### src/rtl/xbar_out_fifo_if.sv
// Source-tagged valid/ready word channel used on both sides of the crossbar
// output FIFO. The producer side drives val/src/data; the consumer side drives rdy.
interface xbar_out_fifo_if #(
   parameter int WIDTH = 8
);
   logic             val;
   logic             src;
   logic [WIDTH-1:0] data;
   logic             rdy;

   modport master (output val, output src, output data, input rdy);
   modport slave  (input val, input src, input data, output rdy);
endinterface

### src/rtl/xbar_out_fifo.sv
// Elastic output stage behind one crossbar master port. Buffers up to DEPTH
// {src,data} words, replays them show-ahead on a val/rdy port, and keeps
// per-source accepted-word counters plus an occupancy level for debug readout.
// The head word is held in a register so out_src/out_data come straight from flops.
module xbar_out_fifo #(
   parameter int WIDTH = 8,
   parameter int DEPTH = 4,
   parameter int CNT_W = 16,
   localparam int AW   = $clog2(DEPTH)
) (
   input  logic             clk,
   input  logic             rst_n,
   xbar_out_fifo_if.slave   in_if,
   xbar_out_fifo_if.master  out_if,
   input  logic             cnt_clr,
   output logic [AW:0]      level,
   output logic [CNT_W-1:0] src0_cnt,
   output logic [CNT_W-1:0] src1_cnt
);

   localparam logic [AW:0]      FULL_LVL = DEPTH[AW:0];
   localparam logic [AW:0]      LVL_ZERO = {(AW+1){1'b0}};
   localparam logic [AW:0]      LVL_ONE  = {{AW{1'b0}}, 1'b1};
   localparam logic [AW-1:0]    PTR_ONE  = AW'(1'b1);
   localparam logic [CNT_W-1:0] CNT_MAX  = {CNT_W{1'b1}};
   localparam logic [CNT_W-1:0] CNT_ONE  = CNT_W'(1'b1);
   localparam logic [CNT_W-1:0] CNT_ZERO = {CNT_W{1'b0}};

   // storage entries are {src, data}; contents are not reset
   logic [WIDTH:0]     mem_q [DEPTH];

   logic [AW-1:0]      wr_ptr_q, wr_ptr_d;
   logic [AW-1:0]      rd_ptr_q, rd_ptr_d;
   logic [AW:0]        level_q, level_d;
   logic               in_rdy_q, in_rdy_d;
   logic               out_val_q, out_val_d;
   logic [WIDTH:0]     head_q, head_d;
   logic [CNT_W-1:0]   src0_cnt_q, src0_cnt_d;
   logic [CNT_W-1:0]   src1_cnt_q, src1_cnt_d;
   logic               push;
   logic               pop;

   // handshakes, pointer/level bookkeeping and next head word
   always_comb begin
      push      = in_if.val & in_rdy_q;
      pop       = out_val_q & out_if.rdy;
      wr_ptr_d  = wr_ptr_q;
      rd_ptr_d  = rd_ptr_q;
      level_d   = level_q;
      head_d    = {(WIDTH+1){1'b0}};

      if (push) begin
         wr_ptr_d = wr_ptr_q + PTR_ONE;
      end else begin
         wr_ptr_d = wr_ptr_q;
      end

      if (pop) begin
         rd_ptr_d = rd_ptr_q + PTR_ONE;
      end else begin
         rd_ptr_d = rd_ptr_q;
      end

      case ({push, pop})
         2'b10:   level_d = level_q + LVL_ONE;
         2'b01:   level_d = level_q - LVL_ONE;
         default: level_d = level_q;
      endcase

      in_rdy_d  = (level_d != FULL_LVL);
      out_val_d = (level_d != LVL_ZERO);

      // the next head is either the word being written right now (it lands in
      // the slot the read pointer will point at) or an already-stored entry
      if (level_d == LVL_ZERO) begin
         head_d = {(WIDTH+1){1'b0}};
      end else if (push && (rd_ptr_d == wr_ptr_q)) begin
         head_d = {in_if.src, in_if.data};
      end else begin
         head_d = mem_q[rd_ptr_d];
      end
   end

   // saturating per-source counters; a clear wins over a coincident push
   always_comb begin
      src0_cnt_d = src0_cnt_q;
      src1_cnt_d = src1_cnt_q;
      if (cnt_clr) begin
         src0_cnt_d = CNT_ZERO;
         src1_cnt_d = CNT_ZERO;
      end else if (push && !in_if.src) begin
         if (src0_cnt_q != CNT_MAX) begin
            src0_cnt_d = src0_cnt_q + CNT_ONE;
         end else begin
            src0_cnt_d = src0_cnt_q;
         end
      end else if (push && in_if.src) begin
         if (src1_cnt_q != CNT_MAX) begin
            src1_cnt_d = src1_cnt_q + CNT_ONE;
         end else begin
            src1_cnt_d = src1_cnt_q;
         end
      end else begin
         src0_cnt_d = src0_cnt_q;
         src1_cnt_d = src1_cnt_q;
      end
   end

   // control and output registers, cleared asynchronously
   always_ff @(posedge clk or negedge rst_n) begin
      if (!rst_n) begin
         wr_ptr_q   <= {AW{1'b0}};
         rd_ptr_q   <= {AW{1'b0}};
         level_q    <= LVL_ZERO;
         in_rdy_q   <= 1'b0;
         out_val_q  <= 1'b0;
         head_q     <= {(WIDTH+1){1'b0}};
         src0_cnt_q <= CNT_ZERO;
         src1_cnt_q <= CNT_ZERO;
      end else begin
         wr_ptr_q   <= wr_ptr_d;
         rd_ptr_q   <= rd_ptr_d;
         level_q    <= level_d;
         in_rdy_q   <= in_rdy_d;
         out_val_q  <= out_val_d;
         head_q     <= head_d;
         src0_cnt_q <= src0_cnt_d;
         src1_cnt_q <= src1_cnt_d;
      end
   end

   // storage write on an accepted word
   always_ff @(posedge clk) begin
      if (push) begin
         mem_q[wr_ptr_q] <= {in_if.src, in_if.data};
      end
   end

   assign in_if.rdy   = in_rdy_q;
   assign out_if.val  = out_val_q;
   assign out_if.src  = head_q[WIDTH];
   assign out_if.data = head_q[WIDTH-1:0];
   assign level       = level_q;
   assign src0_cnt    = src0_cnt_q;
   assign src1_cnt    = src1_cnt_q;

endmodule

### src/flat_wrapper.sv
// flat-port wrapper written by rule: the top's interface ports become plain ports
module xbar_out_fifo_flat 
#(
   parameter int WIDTH = 8,
   parameter int DEPTH = 4,
   parameter int CNT_W = 16,
   localparam int AW   = $clog2(DEPTH)
)
  (clk, rst_n, cnt_clr, level, src0_cnt, src1_cnt, in_if_val, in_if_src, in_if_data, in_if_rdy, out_if_val, out_if_src, out_if_data, out_if_rdy);
  xbar_out_fifo_if #(.WIDTH(WIDTH)) in_if_i ();
  xbar_out_fifo_if #(.WIDTH(WIDTH)) out_if_i ();
  input  logic clk;
  input  logic rst_n;
  input  logic cnt_clr;
  output logic [AW:0] level;
  output logic [CNT_W-1:0] src0_cnt;
  output logic [CNT_W-1:0] src1_cnt;
  input wire logic [$bits(in_if_i.val)-1:0] in_if_val;
  input wire logic [$bits(in_if_i.src)-1:0] in_if_src;
  input wire logic [$bits(in_if_i.data)-1:0] in_if_data;
  output wire logic [$bits(in_if_i.rdy)-1:0] in_if_rdy;
  output wire logic [$bits(out_if_i.val)-1:0] out_if_val;
  output wire logic [$bits(out_if_i.src)-1:0] out_if_src;
  output wire logic [$bits(out_if_i.data)-1:0] out_if_data;
  input wire logic [$bits(out_if_i.rdy)-1:0] out_if_rdy;
  assign in_if_i.val = in_if_val;
  assign in_if_i.src = in_if_src;
  assign in_if_i.data = in_if_data;
  assign in_if_rdy = in_if_i.rdy;
  assign out_if_val = out_if_i.val;
  assign out_if_src = out_if_i.src;
  assign out_if_data = out_if_i.data;
  assign out_if_i.rdy = out_if_rdy;
  xbar_out_fifo #(.WIDTH(WIDTH), .DEPTH(DEPTH), .CNT_W(CNT_W)) u_core (.clk(clk), .rst_n(rst_n), .in_if(in_if_i), .out_if(out_if_i), .cnt_clr(cnt_clr), .level(level), .src0_cnt(src0_cnt), .src1_cnt(src1_cnt));
endmodule
### config.mk
export PLATFORM = sky130hd
export DESIGN_NAME = xbar_out_fifo_flat
export DESIGN_NICKNAME = d
export VERILOG_FILES = /design/src/rtl/xbar_out_fifo_if.sv /design/src/rtl/xbar_out_fifo.sv /design/src/flat_wrapper.sv
export SDC_FILE = /design/constraint.sdc
export NUM_CORES = 1
export LEC_CHECK = 0
export ABC_AREA = 1
export CORE_ASPECT_RATIO = 0.8
export CORE_MARGIN = 2
export CORE_UTILIZATION = 30
export DETAILED_ROUTE_END_ITERATION = 12
export DONT_BUFFER_PORTS = 1
export SETUP_SLACK_MARGIN = 0.2
export SKIP_CTS_REPAIR_TIMING = 1
export SYNTH_ARGS = -nofsm -noshare
export SYNTH_HDL_FRONTEND = slang
export SYNTH_SLANG_ARGS = --single-unit
### constraint.sdc
create_clock -name clk -period 2.6 [get_ports clk]
set_input_delay 0.39 -clock clk [delete_from_list [all_inputs] [get_ports clk]]
set_output_delay 0.39 -clock clk [all_outputs]
set_load 0.005 [all_outputs]
### After elaboration in Yosys (flattened, before gate mapping)

Memory sizes are Yosys's and may differ from the RTL's.
Index checks and enable logic that the tools add are counted.

* output and inout port bits: 46
* memory bits (read-only): 0
* bits in latches: 0
* logic and storage cells: 49
* memory bits (writable): 36
* memories kept: 1
* register bits: 50

* divide/modulo/power cells: 0
* equality and inequality tests: 7
* bitwise operators: 2
* shift-type cells: 0
* muxes and demuxes: 13
* $lt $le $gt $ge: 0
* add/sub/neg operators: 6
* multiply operators: 0
* reduce and logical (&&, ||, !) cells: 12

Memory list
* u_core.mem_q: words 4, width 9, rd ports 1, clocked after memory_dff 0, wr ports 1, RTL line xbar_out_fifo.sv:30 `logic [WIDTH:0] mem_q [DEPTH];`

Operators with widths (count)
* two-way mux 16 bit: 7
* adder 16 x 1 -> 16 bit, second input constant: 2
* != test 16 bit, second input constant: 2
* two-way mux 9 bit: 2
* nonzero test 2 bit: 4
* one-hot mux 3 bit (2 select lines): 1
* adder 2 x 1 -> 2 bit, second input constant: 2
* adder 3 x 1 -> 3 bit, second input constant: 1
* logical AND 1 bit: 3
* logical NOT 3 bit: 1
* != test 3 bit, second input constant: 1
* AND reduction 3 bit: 1
* nonzero test 3 bit: 1
* subtractor 3 x 1 -> 3 bit, second input constant: 1
* AND 1 bit: 2
* == test 2 x 1 -> 1 bit, second input constant: 1
* == test 2 bit: 1
* == test 2 bit, second input constant: 1
* two-way mux 1 bit: 2
* two-way mux 2 bit: 1
* != test 2 bit, second input constant: 1
* AND reduction 2 bit: 1
* logical NOT 1 bit: 1

### Depth between registers and ports, before layout

Gate-level depths: netlist of run 1.

* depth after elaboration: 6
* depth in mapped cells: 12
* depth with buffers taken out: 12

### Worst setup path before layout of run 1

No wires, ideal clock.

* path type: input port to flip-flop
* start point: in in_if_val
* end point: reg u_core.head_q[7]
* data arrival time: 1.937 ns
* data required time: 2.531 ns
* slack: 0.594 ns
* buffers on the path: 0
* stages: 11
* cell sequence: nand2_1 ha_1 fa_1 inv_1 nand2_1 nand3_1 xor2_1 inv_1 nand2_1 nand2_1 nor2_2

* cells in the longest elaborated chain, start to end: 5
* elaborated cells between the ends (all ways): 8
* those cells by class: 2 x eq/ne; 3 x mux; 1 x bitwise; 2 x reduce/logical

RTL lines
* start: declaration: RTL line flat_wrapper.sv:18 `input wire logic [$bits(in_if_i.val)-1:0] in_if_val;`
* AND 1 bit *: RTL line xbar_out_fifo.sv:45 `push = in_if.val & in_rdy_q;`
* == test 2 x 1 -> 1 bit / == test 2 bit (equally long branches): RTL line xbar_out_fifo.sv:64 `case ({push, pop})`
* one-hot mux 3 bit (2 select lines) *: RTL line xbar_out_fifo.sv:64
* net u_core.level_d[2]: RTL line xbar_out_fifo.sv:34 `logic [AW:0] level_q, level_d;`
* logical NOT 3 bit *: RTL line xbar_out_fifo.sv:75 `if (level_d == LVL_ZERO) begin`
* two-way mux 9 bit *: RTL line xbar_out_fifo.sv:75
* net u_core.head_d[7]: RTL line xbar_out_fifo.sv:37 `logic [WIDTH:0] head_q, head_d;`
* end signal: assignment: RTL line xbar_out_fifo.sv:117 `head_q <= {(WIDTH+1){1'b0}};`
* end: declaration: RTL line xbar_out_fifo.sv:37

The timed path passes the listed nets; every way through them passes the cells marked *.
A chain may end at the register's enable or synchronous reset.

### Final worst setup path of run 1

* start point: reg u_core.out_val_q (netlist: u_core.out_if.val)
* end point: reg u_core.head_q[6]

* elaborated cells between the ends (all ways): 11
* those cells by class: 3 x eq/ne; 4 x mux; 1 x bitwise; 2 x reduce/logical; 1 x memory

RTL lines
* start: declaration: RTL line xbar_out_fifo.sv:36 `logic out_val_q, out_val_d;`
* start signal: assignment: RTL line xbar_out_fifo.sv:125 `out_val_q <= out_val_d;`
* AND 1 bit *: RTL line xbar_out_fifo.sv:46 `pop = out_val_q & out_if.rdy;`
* == test 2 x 1 -> 1 bit / == test 2 bit (equally long branches): RTL line xbar_out_fifo.sv:64
* one-hot mux 3 bit (2 select lines) *: RTL line xbar_out_fifo.sv:64
* net u_core.level_d[2]: RTL line xbar_out_fifo.sv:34
* logical NOT 3 bit *: RTL line xbar_out_fifo.sv:75
* two-way mux 9 bit *: RTL line xbar_out_fifo.sv:75
* net u_core.head_d[6]: RTL line xbar_out_fifo.sv:37

Marks and branches as above.

==> results of run 1 <==
[cells by family after synthesis]
group	count (synthesis)	share of synthesized area, %
and+or+nand+nor	323	31.7
adders and majority gates	8	2.37
DFF	86	51.3
buffers and inverters	76	7.67
AOI/OAI and AO/OA	35	4.35
xor gates and xnor gates	14	2.70
[power by group through the flow]
stage,clock network (uW),registers (uW),logic [uW]
floorplan,0,1840,1000
global placement,0,1880,1230
detailed placement,0,1890,1290
CTS,1310,1860,1290
global route,1360,1890,1500
finish,1270,1850,1310
[cell usage in the layout, fill, tap and decap left out, types with 11 or more instances in the layout]
cell type / Yosys / routed
dfrtp_1: 50 / 50
edfxtp_1: 36 / 36
inv_1: 59 / 59
nand2_1: 171 / 170
nand3_1: 44 / 44
nand3b_1: 20 / 20
nand4_1: 14 / 14
nor2_1: 61 / 61
o21ai_0: 18 / 18
xor2_1: 11 / 11
[synth_stat cells (all sizes together)]
cell    number
clkbuf       3
fa           1
o211ai       1
or2          2
xor2        11
o21bai       8
buf         12
dfrtp       50
nand4       14
edfxtp      36
clkinv       2
o21ai       26
inv         59
nand3       48
ha           7
nor2        66
nand2      173
xnor2        3
nand3b      20
[stage by stage]
| step | cells | util, % | hold WS, ns |
|---|---|---|---|
| floorplan | 542 | - | 0.0944 |
| global placement | 726 | 31.9 | 0.0959 |
| detailed placement | 726 | 31.9 | 0.0960 |
| CTS | 742 | 33.8 | -0.273 |
| global route | 744 | 34.1 | 0.123 |
| finish | 744 | 34.1 | 0.145 |
[worst paths after layout]
kind / to / slack [ns] / depth (start not counted)
worst max-delay path: u_core.head_q[6] / 0.40 / 12
worst min-delay path: u_core.mem_q[2][5] / 0.14 / 0
worst max register to register: u_core.head_q[6] / 0.40 / 12
worst min register to register: u_core.src1_cnt[1] / 0.57 / 2
max in group asynchronous: u_core.wr_ptr_q[1] / 1.79 / 2
min in group asynchronous: u_core.src1_cnt[0] / 0.57 / 2
[critical path: cells and delay by family (launching register included)]
family,cells,cell delay (ns)
adders and majority gates,2,0.60
buffers and inverters,3,0.19
and+or+nand+nor,6,0.66
DFF,1,0.45
xor gates and xnor gates,1,0.24
[sequential cells by signal, indices dropped and copies added, names as in the netlist]
signal / flops
u_core.out_if.val: 1
u_core.head_q: 9
u_core.in_if.rdy: 1
u_core.rd_ptr_q: 2
u_core.wr_ptr_q: 2
u_core.mem_q: 36
u_core.level: 3
u_core.src0_cnt: 16
u_core.src1_cnt: 16
[area by class of cell]
cell class / instances / area, um^2
flip-flops and latches: 86 / 2330
clock inverters: 7 / 65.1
repair buffers: 12 / 125
fillers: 1569 / 9830
clock buffers: 9 / 225
multi-input cells: 380 / 1870
well taps: 189 / 236
inverters: 61 / 229
[layer usage]
layer / routed length (um) / GRT usage (%) / part of all wire [%] / vias up
met5: 0 / 0 / 0 / -
met4: 85 / 3.33 / 0.81 / 0
met3: 646 / 4.56 / 6.2 / 8
met2: 4920 / 22.3 / 47 / 71
met1: 4830 / 17.0 / 46 / 1633
li1: - / - / - / 1767
==> results.md, run 1 <==
- Status: finished clean
- Number of port buffers: 0
- Critical-path top delay cell: dfrtp_1
- Hold path start: in_if_data[5]
- Cell area after layout: 5080 um^2
- Largest fanout on the critical path: 10
- Peak VDD IR: 396 uV
- # H-tree levels: 3
- Crit Path Category: reg2reg
- Die Wd: 142 um
- Clk_lat worst skew: 0.34 ns
- Max Buffers Root-to-Sink: 2
- Boundary pin count: 60
- Final antenna-violating net count: 0
- Net Sw Power: 1630 uW
- TritonCTS Buffers: 9
- Worst-Margin Slew: 0.523 ns
- Number of diodes: 0
- Power density over cell area: 873 nW/um^2
- CTS root buf: clkbuf_16
- Top cells by area, synth: dfrtp_1 (28%), edfxtp_1 (24%), nand2_1 (14%), nor2_1 (5.0%), inv_1 (4.9%)
- Die span in y: 114 um
- Synth top area share: 27.5%
- Die area: 16200 um^2
- RSZ-0062 raised after global routing: false
- Clock network fraction of total power: 28.7%
- CTS tree: done
- P&R area growth vs syn: 11.7%
- Initial antenna violation count: 0
- CP Capture Type: flop
- Layout cells sized above 1: 7.39%
- Setup TNS: 0 ns
- Crit path time final: 2.20 ns
- Switching share of power: 36.8%
- Gpl congestion: 0.820
- CP Data Arrival Time: 2.46 ns
- Synth cell types: 28
- Post-Syn Area per Cell: 8.39 um^2
- Origin of the worst setup path: u_core.out_if.val
- DRT iter0 DRCs: 135
- Drt total wl: 10500 um
- Part of the Yosys area used for sequential elements: 51.3%
- Floorplan row count: 40
- Post-DP HPWL: 7210 um
- Vias in the first global route: 3337
- Clock sink total: 86
- DR WL/cell: 14.1 um
- Critical Path RT: 2.86 ns
- Syn Std Cell Area: 4550 um^2
- Clock Pin Slew Worst Setup and Hold Paths: 0.07 ns
- Clock Skew: 0.00607 ns
- Power share of the combinational group: 29.6%
- Worst flop-to-flop path startpoint: u_core.out_if.val
- DR DRC count: 0
- Seq pwr share: 41.7%
- Final hold vios: 0
- First-pass GRT wire length: 17300 um
- #FFs+latches synth: 86
- Initial Utilization: 30.5%
- # setup viols final: 0
- Max Cap Viol: 0
- Synth area leader: dfrtp_1
- Slack of the critical path: 0.396 ns
- Fmax achieved: 454 MHz
- First drt pass iteration count: 4
- Internal power: 2810 uW
- Grt ovf: 0
- Largest net degree at the start of global routing: 51
- Syn nets: 564
- Crit share post-route: 84.8%
- Yosys warning count: 0
- Relative slew slack: 65.0%
- Core Area: 14900 um^2
- Critical Path Max Stage Delay: 0.45 ns
- Total power: 4440 uW
- Worst slack at placement: 0.268 ns
- Nets: 572
- Final Slew Violations: 0
- Overall Global Routing Usage: 13.4%
- Hold Path Class: in2reg
- Leak: 0.00216 uW
- Cell Chain, Critical Path: nand2_1, inv_1, ha_1, fa_1, inv_1, nand2_1, nand3_1, xor2_1, inv_1, nand2_2, nand2_1, nor2_1
- DP Area: 4750 um^2
- Cells after Synth: 542
- Vias: 3479
- Vias per cell: 4.68
- CP Launch Type: flop
No activity file was read; power rests on OpenSTA's default activity.
==> inputs of run 2 (changes only) <==
clock period = 2.2 ns   (was 2.6 ns; I/O delays follow)
==> run 2 against run 1 <==
Net effect:
- clock skew is 0.0036 ns higher
- critical endpoint is now u_core.head_q[7]
- critical path depth is 1 higher
- largest cell class unchanged
- wire length is 2.0% higher
- combinational power is 40% higher
- count of clock-buffer cells in the layout stayed put
- flip-flop and latch count stayed put
- core utilization is 1.1 points higher
- non-clock buffer count is 10 higher
- worst hold slack worse by 0.068 ns
- register-to-register slack worse by 0.12 ns
- fmax is 14% higher
==> results.md, run 2 (same netlist as run 1, synthesis figures left out) <==
- Status: finished clean
- First-pass GRT wire length: 17700 um (+2.3%)
- Nets: 583 (+1.9%)
- DRT iter0 DRCs: 175 (+30%)
- CP Capture Type: flop
- # H-tree levels: 3 (unchanged)
- WHS Path Cells: 0 (unchanged)
- DR WL/cell: 14.2 um (+0.56%)
- Layout cells sized above 1: 12.9% (+5.5 points)
- Clock Pin Slew Worst Setup and Hold Paths: 0.08 ns (about the same)
- Hold path start: in_if_data[7]
- Critical Path RT: 2.48 ns (-0.38 ns)
- FF-to-FF path depth: 13 (+1)
- Critical Path Max Stage Delay: 0.39 ns (-0.06 ns)
- DR DRC count: 0 (unchanged)
- Crit Path Category: reg2reg
- Overall Global Routing Usage: 13.9% (+0.50 points)
- Commonest non-fill, non-tap cell in the layout: nand2_1
- Leak: 0.00222 uW (+2.7%)
- Core Area: 14900 um^2 (unchanged)
- Hold Path Class: in2reg
- Most frequent cells in the layout: nand2_1 (162), nor2_1 (58), inv_1 (57)
- Cell area after layout: 5250 um^2 (+3.3%)
- Number of diodes: 0 (unchanged)
- First drt pass iteration count: 4 (unchanged)
- Largest net degree at the start of global routing: 51 (unchanged)
- CTS root buf: clkbuf_16
- Clock Skew: 0.00963 ns (+0.00355 ns)
- CP Launch Type: flop
- Peak VDD IR: 436 uV (+10%)
- Drt total wl: 10700 um (+2.0%)
- CTS tree: done
- P&R area growth vs syn: 15.5%
- Crit path depth: 13 (+1)
- Crit path time final: 1.93 ns (-0.276 ns)
- TritonCTS Buffers: 9 (unchanged)
- Final hold vios: 0 (unchanged)
- Gpl congestion: 0.819 (-0.11%)
- Most used cell, CP: nand2_2
- CP Data Arrival Time: 2.21 ns (-0.25 ns)
- Max Buffers Root-to-Sink: 2 (unchanged)
- Crit share post-route: 87.7% (+2.9 points)
- Final Core Density: 35.2% (+1.1 points)
- Setup TNS: 0 ns (unchanged)
- Top Family by Delay on Critical Path: adder cells
- Die area: 16200 um^2 (unchanged)
- Final antenna-violating net count: 0 (unchanged)
- Max reg flops: 36 (unchanged)
- Vias: 3536 (+1.6%)
- Vias per cell: 4.68 (+0.16%)
- Fill cells: 1552 (-1.1%)
- Floorplan row count: 40 (unchanged)
- Vias in the first global route: 3483 (+4.4%)
- # setup viols final: 0 (unchanged)
- RSZ-0062 raised after global routing: true
- Number of port buffers: 0 (unchanged)
- Initial Utilization: 30.5% (unchanged)
- Post-DP HPWL: 7180 um (-0.49%)
- Grt ovf: 0 (unchanged)
- Worst flop-to-flop path startpoint: u_core.out_if.val
- Die span in y: 114 um (unchanged)
- DP Area: 4780 um^2 (+0.53%)
- Final Slew Violations: 0 (unchanged)
- Worst-Margin Slew: 0.644 ns (+0.121 ns)
- Boundary pin count: 60 (unchanged)
- Clock sink total: 86 (unchanged)
- Max Cap Viol: 0 (unchanged)
- Power density over cell area: 1050 nW/um^2 (+21%)
- Largest fanout on the critical path: 5 (-5)
- Cell Chain, Critical Path: nand2_2, inv_2, ha_4, fa_2, inv_2, nand2_2, nand3_2, xor2_2, inv_1, nand2_2, buf_6, nand2_1, nor2_2
- Clk_lat worst skew: 0.34 ns (about the same)
- Relative slew slack: 56.6% (-8.4 points)
- Initial antenna violation count: 0 (unchanged)
- Die Wd: 142 um (unchanged)
- Fmax achieved: 519 MHz (+14%)
- Critical-path top delay cell: dfrtp_1
- Critical path buffer and inverter count: 4 (+1)
- Largest Register: u_core.mem_q
- Origin of the worst setup path: u_core.out_if.val
- Flop2flop setup slack: 0.27 ns (-0.12 ns)
run 2: path summary, 6_finish.rpt:
path,endpoint
setup / recovery,u_core.head_q[7]
hold / removal,u_core.mem_q[2][7]
setup reg to reg,u_core.head_q[7]
hold reg to reg,u_core.src0_cnt[0]
max in group asynchronous,u_core.src0_cnt[0]
min in group asynchronous,u_core.src1_cnt[0]
run 2: layer usage:
layer  share of wire [%]  global-route usage (%)  routed length, um
met4                0.78                    4.07                 83
met2                  49                    24.1               5290
met3                 5.7                    4.60                610
met1                  44                    16.7               4710
met5                   0                       0                  0
run 2: power breakdown:
group	switching (uW)	internal [uW]
logic	1140	692
registers	191	2000
clock network	703	803
run 2: stage by stage:
step / total power, uW / cells / setup WS (ns) / hold slack (ns)
floorplan: 3360 / 542 / 0.231 / 0.0344
global placement: 3700 / 731 / 0.213 / 0.0358
detailed placement: 3780 / 731 / 0.122 / 0.0360
CTS: 5320 / 747 / 0.109 / -0.342
global route: 5960 / 755 / 0.152 / 0.0549
finish: 5530 / 755 / 0.272 / 0.0770
run 2: worst register-to-register path, delay by kind of cell, from the launching register on:
kind                     cells  cell delay, ns
adder cells (fa/ha/maj)      2            0.53
AND/OR/NAND/NOR              6            0.47
flip-flops                   1            0.39
buffers and inverters        4            0.33
XOR/XNOR                     1            0.15
run 2: area by class of cell:
| cell class | instances | area, um^2 | area share (%) |
|---|---|---|---|
| Sequential cell | 86 | 2330 | 44.4 |
| Multi-Input combinational cell | 381 | 1940 | 36.9 |
| Tap cell | 189 | 236 | 4.50 |
| Inverter | 61 | 233 | 4.43 |
| Clock buffer | 9 | 225 | 4.29 |
| Timing Repair Buffer | 22 | 211 | 4.02 |
| Clock inverter | 7 | 73.8 | 1.41 |
==> inputs of run 3 (changes only) <==
CORE_ASPECT_RATIO = 0.7   (was 0.8)
==> run 3 against run 2 <==
Net effect:
- die area about the same
- flip-flop and latch count stayed put
- via count is 0.23% lower
- global-route usage up 0.24 points
- final cell count rose by 1.1%
- register-to-register slack got worse by 0.04 ns
- worst hold slack worse by 0.0080 ns
- critical path depth is the same
- sequential power about the same
- cell area is 0.29% higher
==> results.md, run 3 (same netlist as run 1, synthesis figures left out) <==
- Nets: 585 (+0.34%)
- Relative slew slack: 58.7% (+2.1 points)
- Status: finished clean
- Hold_ws: 0.0690 ns (-0.00800 ns)
- # H-tree levels: 3 (unchanged)
- Crit share post-route: 89.3% (+1.7 points)
- CP Launch Type: flop
- DRT iter0 DRCs: 229 (+31%)
- # setup viols final: 0 (unchanged)
- Setup TNS: 0 ns (unchanged)
- Critical-path top delay cell: dfrtp_1
- Die Wd: 151 um (+6.7%)
- Layout cells sized above 1: 13.2% (+0.31 points)
- Cell Chain, Critical Path: nand2_2, inv_2, ha_4, fa_2, inv_2, nand2_2, nand3_2, xor2_2, inv_1, nand2_2, buf_6, nand2_2, nor2_2
- P&R area growth vs syn: 15.8%
- CP Data Arrival Time: 2.24 ns (+0.03 ns)
- Final antenna-violating net count: 0 (unchanged)
- Largest Register: u_core.mem_q
- Overall Global Routing Usage: 14.2% (+0.24 points)
- First drt pass iteration count: 6 (+2)
- Clk_lat worst skew: 0.35 ns (about the same)
- Core Area: 14800 um^2 (-0.98%)
- Die area: 16200 um^2 (about the same)
- Floorplan row count: 37 (-7.5%)
- Clock Pin Slew Worst Setup and Hold Paths: 0.08 ns (about the same)
- Peak VDD IR: 765 uV (+76%)
- Most used cell, CP: nand2_2
- CTS tree: done
- Critical Path Max Stage Delay: 0.39 ns (about the same)
- Final Core Density: 35.7% (+0.45 points)
- Initial Utilization: 30.8% (+0.30 points)
- Initial antenna violation count: 0 (unchanged)
- Power density over cell area: 1050 nW/um^2 (-0.22%)
- Critical Path RT: 2.47 ns (about the same)
- Boundary pin count: 60 (unchanged)
- TritonCTS Buffers: 9 (unchanged)
- Leak: 0.00223 uW (+0.30%)
- Max Cap Viol: 0 (unchanged)
- RSZ-0062 raised after global routing: true
- Crit Path Category: reg2reg
- Hold Path Class: in2reg
- Grt ovf: 0 (unchanged)
- Clock sink total: 86 (unchanged)
- DR DRC count: 0 (unchanged)
- Gpl congestion: 0.847 (+3.3%)
- Vias per cell: 4.62 (-1.3%)
- DR WL/cell: 14.5 um (+2.3%)
- Worst-Margin Slew: 0.613 ns (-0.0306 ns)
- CP Capture Type: flop
- Number of diodes: 0 (unchanged)
- Final hold vios: 0 (unchanged)
- Largest fanout on the critical path: 5 (unchanged)
- Final Slew Violations: 0 (unchanged)
- Die span in y: 107 um (-6.2%)
- Post-DP HPWL: 7390 um (+3.0%)
- Number of port buffers: 0 (unchanged)
- Largest net degree at the start of global routing: 51 (unchanged)
- CTS root buf: clkbuf_16
- Fmax achieved: 509 MHz (-1.9%)
- Drt total wl: 11000 um (+3.3%)
- Fill cells: 1489 (-4.1%)
- Storage cell area: 2330 um^2 (about the same)
- Most frequent cells in the layout: nand2_1 (160), nor2_1 (58), inv_1 (57)
- Multi-input gate area in the final layout: 1940 um^2 (unchanged)
- Max Buffers Root-to-Sink: 2 (unchanged)
- Max reg flops: 36 (unchanged)
- Vias: 3528 (-0.23%)
- First-pass GRT wire length: 17500 um (-1.4%)
- Commonest non-fill, non-tap cell in the layout: nand2_1
- Clock Skew: 0.0152 ns (+0.00553 ns)
- Crit path time final: 1.97 ns (+0.0369 ns)
- Vias in the first global route: 3282 (-5.8%)
-- run 3: worst paths after layout --
kind	depth (start not counted)	slack, ns	start	endpoint
max	13	0.23	u_core.out_if.val	u_core.head_q[7]
min	0	0.07	in_if_data[2]	u_core.mem_q[0][2]
max reg2reg	13	0.23	u_core.out_if.val	u_core.head_q[7]
min reg2reg	2	0.58	u_core.src1_cnt[1]	u_core.src1_cnt[1]
max in group asynchronous	2	1.40	rst_n	u_core.head_q[4]
min in group asynchronous	2	0.56	rst_n	u_core.src1_cnt[7]
-- run 3: worst max-delay path, delay by kind of cell, from the launching register on --
family / cells / cell delay, ns
fa+ha+maj: 2 / 0.55
simple gates: 6 / 0.45
flops: 1 / 0.39
buf+inv: 4 / 0.35
xor+xnor: 1 / 0.16
-- run 3: final cells by class --
class                      count  share of cell area, %
clock inverter                 7                   1.52
clock buffer                   9                   4.27
multi-input combinational    381                   36.8
inverter                      61                   4.35
tap                          195                   4.63
sequential                    86                   44.3
timing repair buffer          24                   4.13
-- run 3: report_power, final --
part / internal, uW / switching [uW]
combinational: 678 / 1130
sequential: 2000 / 199
clock: 805 / 725
total: 3490 / 2050
-- run 3: per-stage QoR --
stage / setup WS (ns) / power (uW) / cells / cell area, um^2
detailed placement: 0.122 / 3810 / 740 / 4810
global route: 0.0942 / 5960 / 763 / 5270
CTS: 0.0634 / 5370 / 756 / 5110
finish: 0.235 / 5540 / 763 / 5270
global placement: 0.214 / 3760 / 740 / 4810
floorplan: 0.231 / 3360 / 542 / 4550
-- run 3: routing by layer --
layer	routed length, um	global-route usage (%)
met3	850	4.98
met4	138	5.01
met1	5340	19.4
met2	4720	20.7
met5	0	0
